`src/rtl/load_use_scoreboard_pkg.sv`:
```
// load_use_scoreboard_pkg
// Shared opcode constants for the load-use hazard unit, plus a helper that
// classifies an instruction as a register-writing load.
// No ports (package).
package load_use_scoreboard_pkg;

  localparam logic [6:0] LOAD_OP  = 7'b0000011;
  localparam logic [6:0] STORE_OP = 7'b0100011;

  // True when the instruction is a load that actually writes a register.
  function automatic logic is_reg_load(input logic [6:0] opcode, input logic wr_reg_n);
    return (opcode == LOAD_OP) && !wr_reg_n;
  endfunction

endpackage

```
`src/rtl/load_use_scoreboard_slot_pipe.sv`:
```
// load_slot_pipe
// DEPTH-deep {valid, rd} shift register tracking loads in flight after EX.
// Slot 0 takes the pushed entry (or a bubble when push_valid_i is low);
// slot k+1 takes slot k; the last slot drops off. hold_i freezes every slot.
// Ports:
//   clk, rst        clock, synchronous active-high reset
//   hold_i          freeze all slots
//   push_valid_i    slot 0 becomes valid with push_rd_i (else bubble)
//   push_rd_i       destination register of the pushed load
//   valid_o         valid bit per slot
//   rd_o            rd per slot, slot k at [k*REG_W +: REG_W]
module load_slot_pipe #(
  parameter int DEPTH = 1,
  parameter int REG_W = 5
) (
  input  logic                   clk,
  input  logic                   rst,
  input  logic                   hold_i,
  input  logic                   push_valid_i,
  input  logic [REG_W-1:0]       push_rd_i,
  output logic [DEPTH-1:0]       valid_o,
  output logic [DEPTH*REG_W-1:0] rd_o
);

  logic [DEPTH-1:0] valid_q, valid_d;
  logic [REG_W-1:0] rd_q [DEPTH];
  logic [REG_W-1:0] rd_d [DEPTH];

  genvar gi;
  generate
    for (gi = 0; gi < DEPTH; gi++) begin : g_slot
      if (gi == 0) begin : g_head
        assign valid_d[gi] = push_valid_i;
        assign rd_d[gi]    = push_rd_i;
      end else begin : g_tail
        assign valid_d[gi] = valid_q[gi-1];
        assign rd_d[gi]    = rd_q[gi-1];
      end
      assign valid_o[gi]               = valid_q[gi];
      assign rd_o[gi*REG_W +: REG_W]   = rd_q[gi];
    end
  endgenerate

  always_ff @(posedge clk) begin
    if (rst) begin
      valid_q <= '0;
      for (int k = 0; k < DEPTH; k++) rd_q[k] <= '0;
    end else if (!hold_i) begin
      valid_q <= valid_d;
      for (int k = 0; k < DEPTH; k++) rd_q[k] <= rd_d[k];
    end
  end

endmodule

```
`src/rtl/load_use_scoreboard.sv`:
```
// load_use_scoreboard
// Load-use hazard unit beside ID. Tracks issued loads for LOAD_LAT cycles
// after they leave EX and stalls ID while a source operand depends on a load
// whose data cannot yet be forwarded. Store rs2 is exempt when the load sits
// in the last slot, since store data is forwarded at MEM.
// Optional feature: define LOAD_USE_PERF_EN to build a saturating stall-cycle
// counter; otherwise stall_count is tied to 0.
// Ports:
//   clk, rst                 clock, synchronous active-high reset
//   id_valid                 ID holds a real instruction
//   opcode_in_id             ID opcode
//   rs1, rs2                 ID source indices
//   rs1_used, rs2_used       ID instruction reads that source
//   rd_in_id                 ID destination index
//   wr_reg_n_in_id           active-low register write enable
//   hold                     whole-pipeline freeze
//   flush                    squash the ID instruction
//   stall                    hold PC/IF/ID, inject EX bubble (combinational)
//   pending                  valid bit of each aging slot
//   stall_count              stall-cycle counter
module load_use_scoreboard
  import load_use_scoreboard_pkg::*;
#(
  parameter int LOAD_LAT = 1,
  parameter int REG_W    = 5
) (
  input  logic                clk,
  input  logic                rst,
  input  logic                id_valid,
  input  logic [6:0]          opcode_in_id,
  input  logic [REG_W-1:0]    rs1,
  input  logic [REG_W-1:0]    rs2,
  input  logic                rs1_used,
  input  logic                rs2_used,
  input  logic [REG_W-1:0]    rd_in_id,
  input  logic                wr_reg_n_in_id,
  input  logic                hold,
  input  logic                flush,
  output logic                stall,
  output logic [LOAD_LAT-1:0] pending,
  output logic [31:0]         stall_count
);

  logic [LOAD_LAT-1:0]       slot_valid;
  logic [LOAD_LAT*REG_W-1:0] slot_rd;
  logic [LOAD_LAT-1:0]       rs1_hit, rs2_hit, rs2_stall_mask;
  logic                      is_store, issue, push_valid;

  assign is_store = (opcode_in_id == STORE_OP);

  genvar gi;
  generate
    for (gi = 0; gi < LOAD_LAT; gi++) begin : g_match
      assign rs1_hit[gi] = slot_valid[gi] & rs1_used & (rs1 != '0) &
                           (rs1 == slot_rd[gi*REG_W +: REG_W]);
      assign rs2_hit[gi] = slot_valid[gi] & rs2_used & (rs2 != '0) &
                           (rs2 == slot_rd[gi*REG_W +: REG_W]);
      // A store picks up its rs2 data at MEM, so a producer in the oldest
      // slot is already forwardable in time.
      if (gi == LOAD_LAT - 1) begin : g_last
        assign rs2_stall_mask[gi] = !is_store;
      end else begin : g_early
        assign rs2_stall_mask[gi] = 1'b1;
      end
    end
  endgenerate

  assign stall = id_valid & !flush & ((|rs1_hit) | (|(rs2_hit & rs2_stall_mask)));

  // A stalled or flushed instruction never issues; slot 0 then takes a bubble
  // while older loads keep aging.
  assign issue      = id_valid & !stall & !flush;
  assign push_valid = issue & is_reg_load(opcode_in_id, wr_reg_n_in_id) & (rd_in_id != '0);

  load_slot_pipe #(
    .DEPTH (LOAD_LAT),
    .REG_W (REG_W)
  ) u_slot_pipe (
    .clk          (clk),
    .rst          (rst),
    .hold_i       (hold),
    .push_valid_i (push_valid),
    .push_rd_i    (rd_in_id),
    .valid_o      (slot_valid),
    .rd_o         (slot_rd)
  );

  assign pending = slot_valid;

`ifdef LOAD_USE_PERF_EN
  logic [31:0] stall_count_q, stall_count_d;

  always_comb begin
    stall_count_d = stall_count_q;
    if (stall && !hold && (stall_count_q != 32'hFFFF_FFFF)) begin
      stall_count_d = stall_count_q + 32'd1;
    end
  end

  always_ff @(posedge clk) begin
    if (rst) begin
      stall_count_q <= 32'd0;
    end else begin
      stall_count_q <= stall_count_d;
    end
  end

  assign stall_count = stall_count_q;
`else
  assign stall_count = 32'd0;
`endif

endmodule

```
`config.mk`:
```
export PLATFORM = sky130hd
export DESIGN_NAME = load_use_scoreboard
export DESIGN_NICKNAME = d
export VERILOG_FILES = /design/src/rtl/load_use_scoreboard_pkg.sv /design/src/rtl/load_use_scoreboard_slot_pipe.sv /design/src/rtl/load_use_scoreboard.sv
export SDC_FILE = /design/constraint.sdc
export NUM_CORES = 1
export LEC_CHECK = 0
export BUFFER_PORTS_ARGS = -buffer_cell sky130_fd_sc_hd__buf_2
export CAP_MARGIN = 5
export CORE_MARGIN = 1.5
export CORE_UTILIZATION = 32
export DETAILED_ROUTE_END_ITERATION = 8
export PLACE_DENSITY = 0.75
export SYNTH_ARGS = -nofsm -noshare
export SYNTH_HDL_FRONTEND = slang
export SYNTH_SLANG_ARGS = --single-unit
```
`constraint.sdc`:
```
create_clock -name clk -period 1.5 [get_ports clk]
set_clock_uncertainty 0.2 [all_clocks]
set_input_delay 0.3 -clock clk [delete_from_list [all_inputs] [get_ports clk]]
set_output_delay 0.3 -clock clk [all_outputs]
set_load 0.05 [all_outputs]
```
# --- Word-level counts from Yosys, hierarchy flattened ---
# Memory sizes are Yosys's and may differ from the RTL's.
# Index checks and enable logic that the tools add are counted.
op_classes:
  addsub: 0
  n_mul: 0
  div_mod_pow: 0
  order_cmp: 0
  eq_ne: 4
  n_shift: 0
  n_mux: 7
  bitwise_logic: 14
  reduce_logical: 9
op_table:
  columns: ["op", "n"]
  rows:
  - ["nonzero test 5 bit", 3]
  - ["bitwise AND 1 bit", 13]
  - ["== test 5 bit", 2]
  - ["== test 7 x 2 -> 1 bit (second input constant)", 1]
  - ["== test 7 x 6 -> 1 bit (second input constant)", 1]
  - ["two-way mux 1 bit", 6]
  - ["two-way mux 5 bit", 1]
  - ["OR reduction 5 bit", 1]
  - ["zero test 1 bit", 4]
  - ["logical AND 1 bit", 1]
  - ["bitwise OR 1 bit", 1]
word_totals:
  reg_bits: 1
  latch_bits: 0
  mem_bits_rw: 5
  rom_bits: 0
  input_bits: 30
  word_cells: 36
  mem_count: 1
mem_list:
  columns: ["name", "depth", "word_bits", "read_ports", "rd_clocked_by_memory_dff", "write_ports", "line", "source"]
  rows:
  - ["u_slot_pipe.rd_q", 1, 5, 1, 0, 1, "load_use_scoreboard_slot_pipe.sv:26", "logic [REG_W-1:0] rd_q [DEPTH];"]

# --- Longest topological paths before layout ---
# Gate-level depths: netlist of the first run.
depth:
  ltp_word: 11
  ltp_mapped: 4
  depth_no_buf: 4

# --- Hierarchy ---
# From an unflattened synthesis of the first run, not the netlist that was laid out.
hier_totals:
  cells_unflattened: 78
  area_unflattened_um2: 670.6
by_module_without_submodules:
  columns: ["module", "n_inst", "cells_each", "area_each_um2", "seq_area_each_um2"]
  rows:
  - ["load_use_scoreboard", 1, 63, 442.9, 0.0]
  - ["load_slot_pipe", 1, 15, 227.7, 170.2]

# --- Least setup slack after synthesis of the first run ---
# Ideal clock, no wire load.
synth_path:
  kind: "reg-to-output"
  startpoint: "register u_slot_pipe.valid_q, in the netlist u_slot_pipe.valid_o"
  endpoint: "output stall"
  t_arrival_ns: 1.870
  required_time_ns: 1.000
  slack_ns: -0.870
  path_stages_with_launch: 5
  path_cell_list: "dfxtp_1 -> nand2_1 -> a211oi_1 -> o2111ai_1 -> a21oi_1"
synth_via:
  elab_chain_len: 6
synth_rtl:
  columns: ["item", "line", "source"]
  rows:
  - ["start: declaration", "load_use_scoreboard_slot_pipe.sv:25", "logic [DEPTH-1:0] valid_q, valid_d;"]
  - ["start signal: assignment", "load_use_scoreboard_slot_pipe.sv:49", "valid_q <= valid_d;"]
  - ["bitwise AND 1 bit (3 in series)", "load_use_scoreboard.sv:56", "assign rs2_hit[gi] = slot_valid[gi] & rs2_used & (rs2 != '0) &"]
  - ["bitwise AND 1 bit", "load_use_scoreboard.sv:68", "assign stall = id_valid & !flush & ((|rs1_hit) | (|(rs2_hit & rs2_stall_mask)));"]
  - ["bitwise OR 1 bit *", "load_use_scoreboard.sv:68", null]
  - ["bitwise AND 1 bit *", "load_use_scoreboard.sv:68", null]
  - ["end: declaration", "load_use_scoreboard.sv:39", "output logic stall,"]
# Mark *: on every way between the ends. The rest lies on a longest branch, timed or not.

# --- Final worst setup path of the first run ---
layout_path:
  startpoint: "memory u_slot_pipe.rd_q[0][3]"
  endpoint: "output stall"
layout_via:
  elab_chain_len: 6
layout_rtl:
  columns: ["item", "line", "source"]
  rows:
  - ["start: declaration", "load_use_scoreboard_slot_pipe.sv:26", null]
  - ["memory read (1 x 5 bit) *", null, null]
  - ["== test 5 bit", "load_use_scoreboard.sv:57", "(rs2 == slot_rd[gi*REG_W +: REG_W]);"]
  - ["bitwise AND 1 bit", "load_use_scoreboard.sv:56", null]
  - ["bitwise AND 1 bit", "load_use_scoreboard.sv:68", null]
  - ["bitwise OR 1 bit *", "load_use_scoreboard.sv:68", null]
  - ["bitwise AND 1 bit *", "load_use_scoreboard.sv:68", null]
# Marked as above.

==> metrics list, run 1 <==
- Die Span Y: 48.78 um
* Setup-violating endpoint count in the final report: 2
- The startpoint identified for the worst register-to-register timing path is u_slot_pipe.rd_q[0][3].
- Flops & latches, synth: 6
- Leaving out fill and tap cells, the most frequent cells in the layout are conb_1 (32), buf_2 (30), xor2_1 (7).
- Post-synthesis instance area: 670.6 um^2
- Buffer cell driving the clock tree root: clkbuf_4
* Dpl hpwl: 1.131 mm
- The checks that failed: negative setup slack.
- Together, buffers and inverters on the worst path number 1.
* Main synth FF type: edfxtp_1
* Worst setup path class: reg -> out
- On the final layout, the worst hold slack is 149.1 ps.
- 0 antenna diodes ended up in the layout.
* Worst EP required: 1000 ps
* Leading cell type in the layout, fill and taps excluded: conb_1
- After global routing the overflow that remains totals 0.
- Sum of routed wire length over all layers: 1.254 mm
* CP Capture Type: output port
- Number of buffers added on ports: 31
* Total number of yosys warnings: 0
- The first global-routing pass estimated 1.938 mm of wire.
* Critical Path Sink: stall
- After floorplanning, the core was divided into 16 placement rows.
- In the final layout, the share of cells above drive strength 1 is 0.3782.
- Peak per-stage delay on the critical path: 430 ps
- Averaged over all synthesized cells, the footprint is 8.383 um^2.
- In the synthesized netlist, the number of instances is 80.
- STA classifies the critical path startpoint as a register.
- Level count of the clock H-tree: 1
* Achievable frequency: 473.6 MHz
- TritonCTS created 3 clock buffers.
* Number of global-route vias before repair: 531
- Number of iterations in the first detailed-routing pass: 2
* Outcome: finished with violations
* Overall power: 0.6407 mW
- Data arrives at the worst endpoint at 1610 ps.
- After clock tree synthesis, the clock-pin slew on the worst setup and hold paths is 50 ps.
* Starting DRC count in detailed routing: 4
* RSZ-0062 raised after global routing: true
- Total number of vias: 571
- Measured in cells, the most critical reg-to-reg path has a length of 4.
- After synthesis, the netlist uses 22 different library cells.
* Power density over the cells: 765.5 nW/um^2
* Area enclosed by the die boundary: 2379 um^2
* Clock Sinks: 6
- Once layout is done, the placed cells without fillers occupy 837.1 um^2.
- In this run the remaining antenna-violating nets after routing total 0.
* Family with the most delay on the worst path: flip-flops
* VDD IR max: 549.8 uV
* Global-route usage over all layers: 0.1034
- Depth of the critical timing path with buffers and inverters included: 5
- Number of top-level pins: 64
- Largest fanout on the critical path: 2
- The count of pins over their slew limit was 0.
* Pin count of the biggest net entering global routing: 7
- Final hold vios: 0
* WL per Instance: 8.589 um
- Final nets: 150
* Final worst path period share: 1.408
- Slack of the worst reg-to-reg path: -50 ps
- # Post-CTS Setup Buffers: 0
- Type of the tightest min-delay check: in -> reg
- List of cells traversed by the critical path: xor2_1, nor3_1, nand4_1, a21oi_4, buf_6
- Once routing completed, OpenROAD measured the worst setup slack at -611.6 ps.
* Clock latency reported for the late side of the worst-skew pair: 250 ps
* Maximum clock path buffer count: 2
* Leakage Power: 0.4253 nW
- Floorplan die width: 48.78 um
* Pre-CTS setup slack: -482.2 ps
* Post-synthesis async set-or-reset flop share: 0
- Launching element of the worst setup path: u_slot_pipe.rd_q[0][3]
- The region available for standard cell placement spans 1962 um^2.
- Area added between synthesis and finish: 24.81%
- Fraction of the core area covered by cells at the end of the flow: 0.4267
* R2r endpoint: u_slot_pipe.valid_o
- Area after DPL: 794.5 um^2
- For this configuration, the core starts out at a cell density of 0.3418.
- For this run, design rule violations remaining after detail routing come to 0.
* Number of enable flip-flop cells after synthesis: 5
* Critical path's slowest cell: edfxtp_1
- For the finished layout, the period the worst path requires is 2112 ps.
* Initial antenna violation count: 0
* Share of synthesized area occupied by flip-flops and latches: 0.2537
- Max-cap violations: 0
* Global placement routability congestion: 0.7217
* TritonCTS clock tree: done
- Avg Vias per Cell: 3.911
[synthesized netlist by cell type (all sizes together), types with 2 or more instances]
cell type | instances | area (um^2)
nor3 | 2 | 10.01
nand2 | 3 | 11.26
xor2 | 7 | 61.31
nor4 | 4 | 25.02
buf | 32 | 240.2
inv | 3 | 11.26
nand2b | 2 | 12.51
nor2 | 4 | 15.01
and2 | 5 | 32.53
o21bai | 2 | 15.01
edfxtp | 5 | 150.1
a21oi | 2 | 10.01
[cell type report]
class                      instances  area [um^2]
multi-input combinational         70        392.9
inverter                           3        11.26
sequential                         6        173.9
tap                               27        33.78
clock buffer                       4        26.28
fill                             224         1125
timing repair buffer              36        198.9
[metal layers]
layer,GRT usage,share of wire
met1,0.08637,0.28
met2,0.2260,0.65
met3,0.009202,0.055
met4,0.05714,0.010
met5,0,0
[cell families (layout without fill, tap and decap cells)]
group | after synthesis | in the layout | synth area share
XOR/XNOR | 8 | 8 | 0.1045
buffers and inverters | 35 | 43 | 0.3750
other | 1 | 32 | 0.005592
AND/OR/NAND/NOR | 23 | 23 | 0.1866
flip-flops | 6 | 6 | 0.2537
AO/OA/AOI/OAI | 7 | 7 | 0.07463
[how the worst min path moves through the flow]
stage / slack, ps / endpoint / startpoint / cells past startpoint
finish: 150 / u_slot_pipe.rd_q[0][2] / rd_in_id[2] / 2
global route: 150 / u_slot_pipe.rd_q[0][2] / rd_in_id[2] / 2
CTS: 140 / u_slot_pipe.rd_q[0][1] / rd_in_id[1] / 2
detailed placement: 400 / u_slot_pipe.rd_q[0][3] / rd_in_id[3] / 2
global placement: 390 / u_slot_pipe.rd_q[0][2] / rd_in_id[2] / 2
floorplan: 300 / u_slot_pipe.rd_q[0][1] / rd_in_id[1] / 1
[stage by stage]
step,std cells,setup TNS (ps)
2_1_floorplan,111,-300.0
5_1_grt,146,-764.6
6_report,146,-661.9
4_1_cts,146,-680.5
3_5_place_dp,142,-657.0
3_3_place_gp,142,-611.6
[flip-flops by register name (all words and copies together) (netlist names)]
name                 count
u_slot_pipe.rd_q         5
u_slot_pipe.valid_o      1
[what timing repair did]
item | in CTS | in global routing
setup endpoints to repair | 2 | 2
pin swaps | 4 | 0
gates resized for setup | 4 | 0
hold buffers | 0 | 0
[report_power, final]
part	switching (mW)	internal (mW)	leakage [nW]	total (mW)
sequential	0.00947	0.192	0.0626	0.202
clock	0.0625	0.101	0.0150	0.164
combinational	0.220	0.0560	0.348	0.276
Power figures use the tool's default switching activity.
==> inputs of run 2 (changes only) <==
Settings changed: REMOVE_ABC_BUFFERS set to 1.
==> run 2 against run 1 <==
  * The flow still finishes with violations (negative setup slack)
  * Non-clock buffer count up 1
  * Global-route usage up 0.90 points
  * Combinational power down 3%
  * Hold slack worse by 1.9 ps
  * Core utilization down 1.0 points
  * Critical path depth unchanged
  * Sequential share of layout area about the same
  * Critical path type unchanged
  * Critical endpoint unchanged
  * Largest power group unchanged
==> metrics list, run 2 (synthesized netlist as in run 1, its figures left out) <==
* Starting density of the core: 0.3418 (unchanged)
- Starting DRC count in detailed routing: 2 (-2)
- The power per cell area is 776.2 nW/um^2 (+1.4%).
* Fraction of layout cells with a size suffix above 1: 0.3500 (-0.02815)
* Setup-violating endpoint count in the final report: 2 (unchanged)
- The pin count of the biggest net entering global routing is 7 (unchanged).
- The insertion delay to the later sink of the worst-skew pair came to 240 ps (about the same).
- Achievable frequency: 482.5 MHz (+1.9%)
- The required time at the worst-slack endpoint was 1000 ps (about the same).
- CP startpoint kind: register
* Max-slew violation count: 0 (unchanged)
- The total chip power was 0.6342 mW (-1.0%).
- The total vias in the final route came to 562 (-1.6%).
- Outcome: finished with violations
- Leading cell type in the layout, fill and taps excluded: conb_1
* Global-route usage over all layers: 0.1125 (+0.009035)
- Number of buffers added on ports: 31 (unchanged)
- The number of levels the H-tree was split into was 1 (unchanged).
- The endpoint arrival time on the critical path came to 1570 ps (-40 ps).
- The DRC violations left came to 0 (unchanged).
- Worst setup path class: reg -> out
- Inserted Clock Buffers: 3 (unchanged)
- Number of top-level pins: 64 (unchanged)
- Number of core rows: 16 (unchanged)
- The root buffer cell chosen for the clock tree is clkbuf_4.
* Final hold vios: 0 (unchanged)
- Type of the tightest min-delay check: in -> reg
* Area enclosed by the die boundary: 2379 um^2 (unchanged)
- Worst-path clk slew: 50 ps (about the same)
- The estimated wirelength of the detail-placed design was 1.106 mm (-2.2%).
* Global placement routability congestion: 0.7743 (+7.3%)
- The reported leakage power came to 0.4255 nW (about the same).
- The first-pass GRT wire length is 2.152 mm (+11%).
* Maximum clock path buffer count: 2 (unchanged)
* Initial antenna violation count: 0 (unchanged)
* Critical path's slowest cell: edfxtp_1
- Number of hold-repair buffers added at the cts stage: 0 (unchanged)
- The max-cap violation count is 0 (unchanged).
- Final worst path period share: 1.382 (-0.02596)
* List of cells traversed by the critical path: xor2_1, nor3_1, o2111ai_1, a21oi_1, buf_4
* Remaining number of nets flagged by the antenna check after routing: 0 (unchanged)
- CP Capture Type: output port
* Failing checks: negative setup slack
* Most frequent cells in the layout: conb_1 (32), buf_2 (29), xor2_1 (7), buf_4 (7), edfxtp_1 (5)
- VDD IR max: 433.9 uV (-21%)
- Ranked by flip-flop count, first place goes to u_slot_pipe.rd_q.
- Worst setup slack after layout: -572.6 ps (+38.94 ps)
* GR Overflow Total: 0 (unchanged)
- The number of clock sinks is 6 (unchanged).
- The standard cell core area was 1962 um^2 (unchanged).
- The count of TritonRoute iterations in the first routing pass was 3 (+1).
- The flip-flop count of the largest register after layout was 5 (unchanged).
- The wire length per cell after detailed routing is 8.395 um (-2.3%).
* Floorplan die width: 48.78 um (unchanged)
- The final period demand of the worst path is 2073 ps (-38.94 ps).
- Die Span Y: 48.78 um (unchanged)
* Final nets: 151 (+0.67%)
* Largest fanout on the critical path: 2 (unchanged)
* Fill cell instance count of the final layout: 207 (-7.6%)
* TritonCTS clock tree: done
- The number of diodes added for antenna fixing is 0 (unchanged).
- The sum of routed wire length over all layers is 1.234 mm (-1.6%).
* Pre-CTS setup slack: -389.5 ps (+92.76 ps)
* Area added between synthesis and finish: 21.83%
* RSZ-0062 raised after global routing: true
- The via count of the first global-routing pass is 544 (+2.4%).
* Peak per-stage delay on the critical path: 430 ps (about the same)
* Avg Vias per Cell: 3.823 (-2.2%)
==> run 2: worst max-delay path, delay by kind of cell (launching register included) <==
family	cells	cell delay, ps
AO/OA/AOI/OAI	2	330
XOR/XNOR	1	160
buffers and inverters	1	220
flip-flops	1	430
AND/OR/NAND/NOR	1	180
==> run 2: area by class of cell <==
class / instances / area, um^2 / share of cell area
Inverter: 3 / 11.26 / 0.01378
Sequential cell: 6 / 170.2 / 0.2083
Multi-Input combinational cell: 70 / 370.4 / 0.4533
Tap cell: 27 / 33.78 / 0.04135
Timing Repair Buffer: 37 / 205.2 / 0.2511
Clock buffer: 4 / 26.28 / 0.03216
==> run 2: what timing repair did <==
| action | CTS | global route |
|---|---|---|
| gates resized for setup | 1 | 2 |
| setup endpoints to repair | 2 | 3 |
| setup buffers | 1 | 0 |
| pin swaps | 7 | 5 |
==> run 2: final timing paths <==
kind / startpoint / end / slack (ps) / cells past startpoint
setup / recovery: u_slot_pipe.rd_q[0][1] / stall / -570 / 5
hold / removal: rd_in_id[4] / u_slot_pipe.rd_q[0][4] / 150 / 2
setup reg to reg: u_slot_pipe.rd_q[0][3] / u_slot_pipe.valid_o / -80 / 5
hold reg to reg: u_slot_pipe.valid_o / u_slot_pipe.valid_o / 520 / 4
==> run 2: report_power, final <==
part	leakage, nW	total, mW	internal [mW]	switching, mW
Clock	0.0150	0.163	0.101	0.0620
Combinational	0.349	0.268	0.0535	0.214
Sequential	0.0618	0.204	0.194	0.00988
==> run 2: layer usage <==
metal	wire (um)	vias up	track usage
met1	508	246	0.1322
met2	627	33	0.1941
met3	99	0	0.02147
met4	0	0	0.05714
li1	-	283	-
met5	0	-	0
==> run 2: per-stage QoR <==
stage	instances	cell area [um^2]	TNS (ps)	hold WS, ps	util
finish	147	817.0	-654.6	147.2	0.4165
global route	147	817.0	-839.4	158.8	0.4165
CTS	147	809.5	-680.4	145.1	0.4126
detailed placement	142	773.2	-524.8	400.1	0.3941
global placement	142	773.2	-507.3	394.5	0.3941
floorplan	79	546.8	-947.2	298.2	-
==> inputs of run 3 (changes only) <==
--- a/config.mk
+++ b/config.mk
@@ -12,3 +12,3 @@
 export DETAILED_ROUTE_END_ITERATION = 8
-export PLACE_DENSITY = 0.75
+export PLACE_DENSITY = 0.74
 export REMOVE_ABC_BUFFERS = 1
==> constraint.sdc (replaced) <==
create_clock -name clk -period 1.5 [get_ports clk]
set_clock_uncertainty 0.2 [all_clocks]
set_input_delay 0.15 -clock clk [delete_from_list [all_inputs] [get_ports clk]]
set_output_delay 0.15 -clock clk [all_outputs]
set_load 0.05 [all_outputs]
==> run 3 against run 2 <==
  * The flow still finishes with violations (negative setup slack)
  * Via count rose by 1.6%
  * Combinational power up 4%
  * Hold slack got worse by 140 ps
  * Maximum frequency grew 5.3%
  * Clock power about the same
  * Sequential power about the same
  * Flip-flop and latch count is the same
==> metrics list, run 3 (synthesized netlist as in run 1, its figures left out) <==
- The total vias in the final route is 571 (+1.6%).
* Worst-path clk slew: 50 ps (about the same)
- The post-place setup slack was -238.3 ps (+151.2 ps).
- WL per Instance: 8.973 um (+6.9%)
* Clock share of power: 0.250 (-0.007)
- The flop-to-flop setup slack was -130 ps (-50 ps).
* Power density over the cells: 758.4 nW/um^2 (-2.3%)
* Metal2 WL: 743 um (+19%)
* Worst r2r path cells: 5 (unchanged)
- The final period demand of the worst path is 1969 ps (-103.6 ps).
- Remaining number of nets flagged by the antenna check after routing: 0 (unchanged)
- Clock Sinks: 6 (unchanged)
- Sum of routed wire length over all layers: 1.328 mm (+7.6%)
* Number of buffers added on ports: 31 (unchanged)
* Flop pwr share: 0.317 (-0.004)
- The flow ran to the end, but the final reports show violations.
- Net switching power figure: 0.2882 mW (+0.78%)
- Worst setup path class: reg -> out
- The standard cell area after detailed placement was 758.2 um^2 (-1.9%).
- The net count reported at finish came to 152 (+0.66%).
- The initial antenna violation count is 0 (unchanged).
- The maximum vdd ir drop was 452.0 uV (+4.2%).
- Failing checks: negative setup slack
- TritonCTS clock tree: done
- The largest individual stage delay along the critical path comes from the cell edfxtp_1.
* Inserted Clock Buffers: 3 (unchanged)
* Part of the total power dissipated in combinational logic: 0.433 (+0.011)
- Fill cell instance count of the final layout: 222 (+7.2%)
* Starting DRC count in detailed routing: 2 (unchanged)
* Achievable frequency: 507.9 MHz (+5.3%)
- Buffer cell driving the clock tree root: clkbuf_4
- RSZ-0062 raised after global routing: true
- Diode count: 0 (unchanged)
- Area enclosed by the die boundary: 2379 um^2 (unchanged)
- Register ranked first by flip-flop count: u_slot_pipe.rd_q
- Largest fanout on the critical path: 2 (unchanged)
- The worst setup path is captured at an output port.
* Setup-violating endpoint count in the final report: 2 (unchanged)
- Final hold vios: 0 (unchanged)
- Number of design rule violations left after detail routing: 0 (unchanged)
- List of cells traversed by the critical path: xor2_1, nor3_1, nand4_1, a21oi_2, buf_6
- In this run the critical register-to-register path is captured at u_slot_pipe.valid_o.
* Arrival time of the worst setup path: 1620 ps (+50 ps)
- The die span in x is 48.78 um (unchanged).
* Largest register FFs: 5 (unchanged)
* CP startpoint kind: register
* Number of core rows: 16 (unchanged)
- The max-cap violation count was 0 (unchanged).
* Net switching fraction of the power: 0.4492 (-0.001646)
* Area added between synthesis and finish: 26.12%
- Leading cell type in the layout, fill and taps excluded: conb_1
* Global-route usage over all layers: 0.1050 (-0.007529)
- The area of all placed cells without fillers came to 845.8 um^2 (+3.5%).
- Global-route wire length before repair: 2.014 mm (-6.4%)
- The pin count of the biggest net entering global routing is 7 (unchanged).
* Dpl hpwl: 1.087 mm (-1.7%)
* GR Overflow Total: 0 (unchanged)
- Worst min-delay path endpoint: u_slot_pipe.rd_q[0][0]
* Met1 layer wirelength in the final routing: 479 um (-5.7%)
- Number of iterations in the first detailed-routing pass: 2 (-1)
* Topmost layer with routed signal wires: met3
- In this run the most critical hold path is launched from rd_in_id[0].
* Placeable core area: 1962 um^2 (unchanged)
* Starting density of the core: 0.3418 (unchanged)
- The smallest setup slack after layout was -469.1 ps (+103.6 ps).
- Final worst path period share: 1.313 (-0.06906)
- The via density per instance is 3.858 (+0.91%).
* Launching element of the worst setup path: u_slot_pipe.rd_q[0][3]
* Type of the tightest min-delay check: in -> reg
* Worst hold path depth: 2 (unchanged)
- The boundary pin count was 64 (unchanged).
- The count of pins over their slew limit was 0 (unchanged).
* Global placement routability congestion: 0.7876 (+1.7%)
- The proportion of layout cells with a drive suffix above 1 came to 0.3636 (+0.01364).
- Leaving out fill and tap cells, the most frequent cells in the layout are conb_1 (32), buf_2 (30), xor2_1 (7).
- WL met3: 105 um (+6.1%)
- Leakage Power: 0.4325 nW (+1.6%)
- The longest individual stage delay on the worst path is 420 ps (about the same).
- Die Span Y: 48.78 um (unchanged)
- Internal power: 0.3533 mW (+1.5%)
- In this run the critical register-to-register path is launched from u_slot_pipe.rd_q[0][3].
* Worst EP required: 1150 ps (+150 ps)
* Number of global-route vias before repair: 542 (-0.37%)
- Clock latency reported for the late side of the worst-skew pair: 240 ps (about the same)
- Maximum clock path buffer count: 2 (unchanged)
- The number of levels the H-tree was split into came to 1 (unchanged).
run 3: routing by layer:
metal	up-vias	GRT usage
met5	-	0
met1	249	0.1062
met4	0	0.02857
li1	288	-
met3	0	0.02761
met2	34	0.2078
run 3: stage by stage:
stage               cells  hold slack, ps  power (mW)    util  TNS (ps)
floorplan              79           148.2      0.4139       -    -797.2
global placement      140           243.9      0.4667  0.3865    -211.0
detailed placement    140           245.4      0.4696  0.3865    -239.8
CTS                   148           3.003      0.6430  0.4190    -534.3
global route          148           18.45      0.6734  0.4311    -762.7
finish                148           10.95      0.6415  0.4311    -595.1
run 3: what timing repair did:
item | in CTS | in global routing
gates resized for setup | 1 | 5
setup buffers | 2 | 0
endpoints found under the hold margin | 2 | 0
pin swaps | 3 | 6
gates cloned | 0 | 0
setup endpoints to repair | 2 | 2
hold buffers | 2 | 0
run 3: worst max path at each step:
| stage | endpoint | slack, ps |
|---|---|---|
| global route | stall | -560 |
| detailed placement | stall | -240 |
| global placement | stall | -210 |
| finish | stall | -470 |
| CTS | stall | -440 |
| floorplan | stall | -720 |
run 3: layout make-up:
type | instances | area [um^2] | area share
clock buffer | 4 | 26.28 | 0.03107
inverter | 3 | 11.26 | 0.01331
multi-input combinational | 70 | 385.4 | 0.4556
sequential | 6 | 170.2 | 0.2012
tap | 27 | 33.78 | 0.03994
timing repair buffer | 38 | 219.0 | 0.2589
run 3: critical path, delay by kind of cell (launching register included):
kind / cells / cell delay (ps)
DFF: 1 / 420
AOI/OAI and AO/OA: 1 / 210
and+or+nand+nor: 2 / 420
buffers and inverters: 1 / 180
xor gates and xnor gates: 1 / 160
run 3: power by group through the flow:
stage	registers [mW]	logic [mW]	clock network (mW)
2_1_floorplan	0.204	0.210	0
3_3_place_gp	0.205	0.261	0
3_5_place_dp	0.206	0.263	0
4_1_cts	0.203	0.271	0.169
5_1_grt	0.204	0.293	0.176
6_report	0.203	0.278	0.160
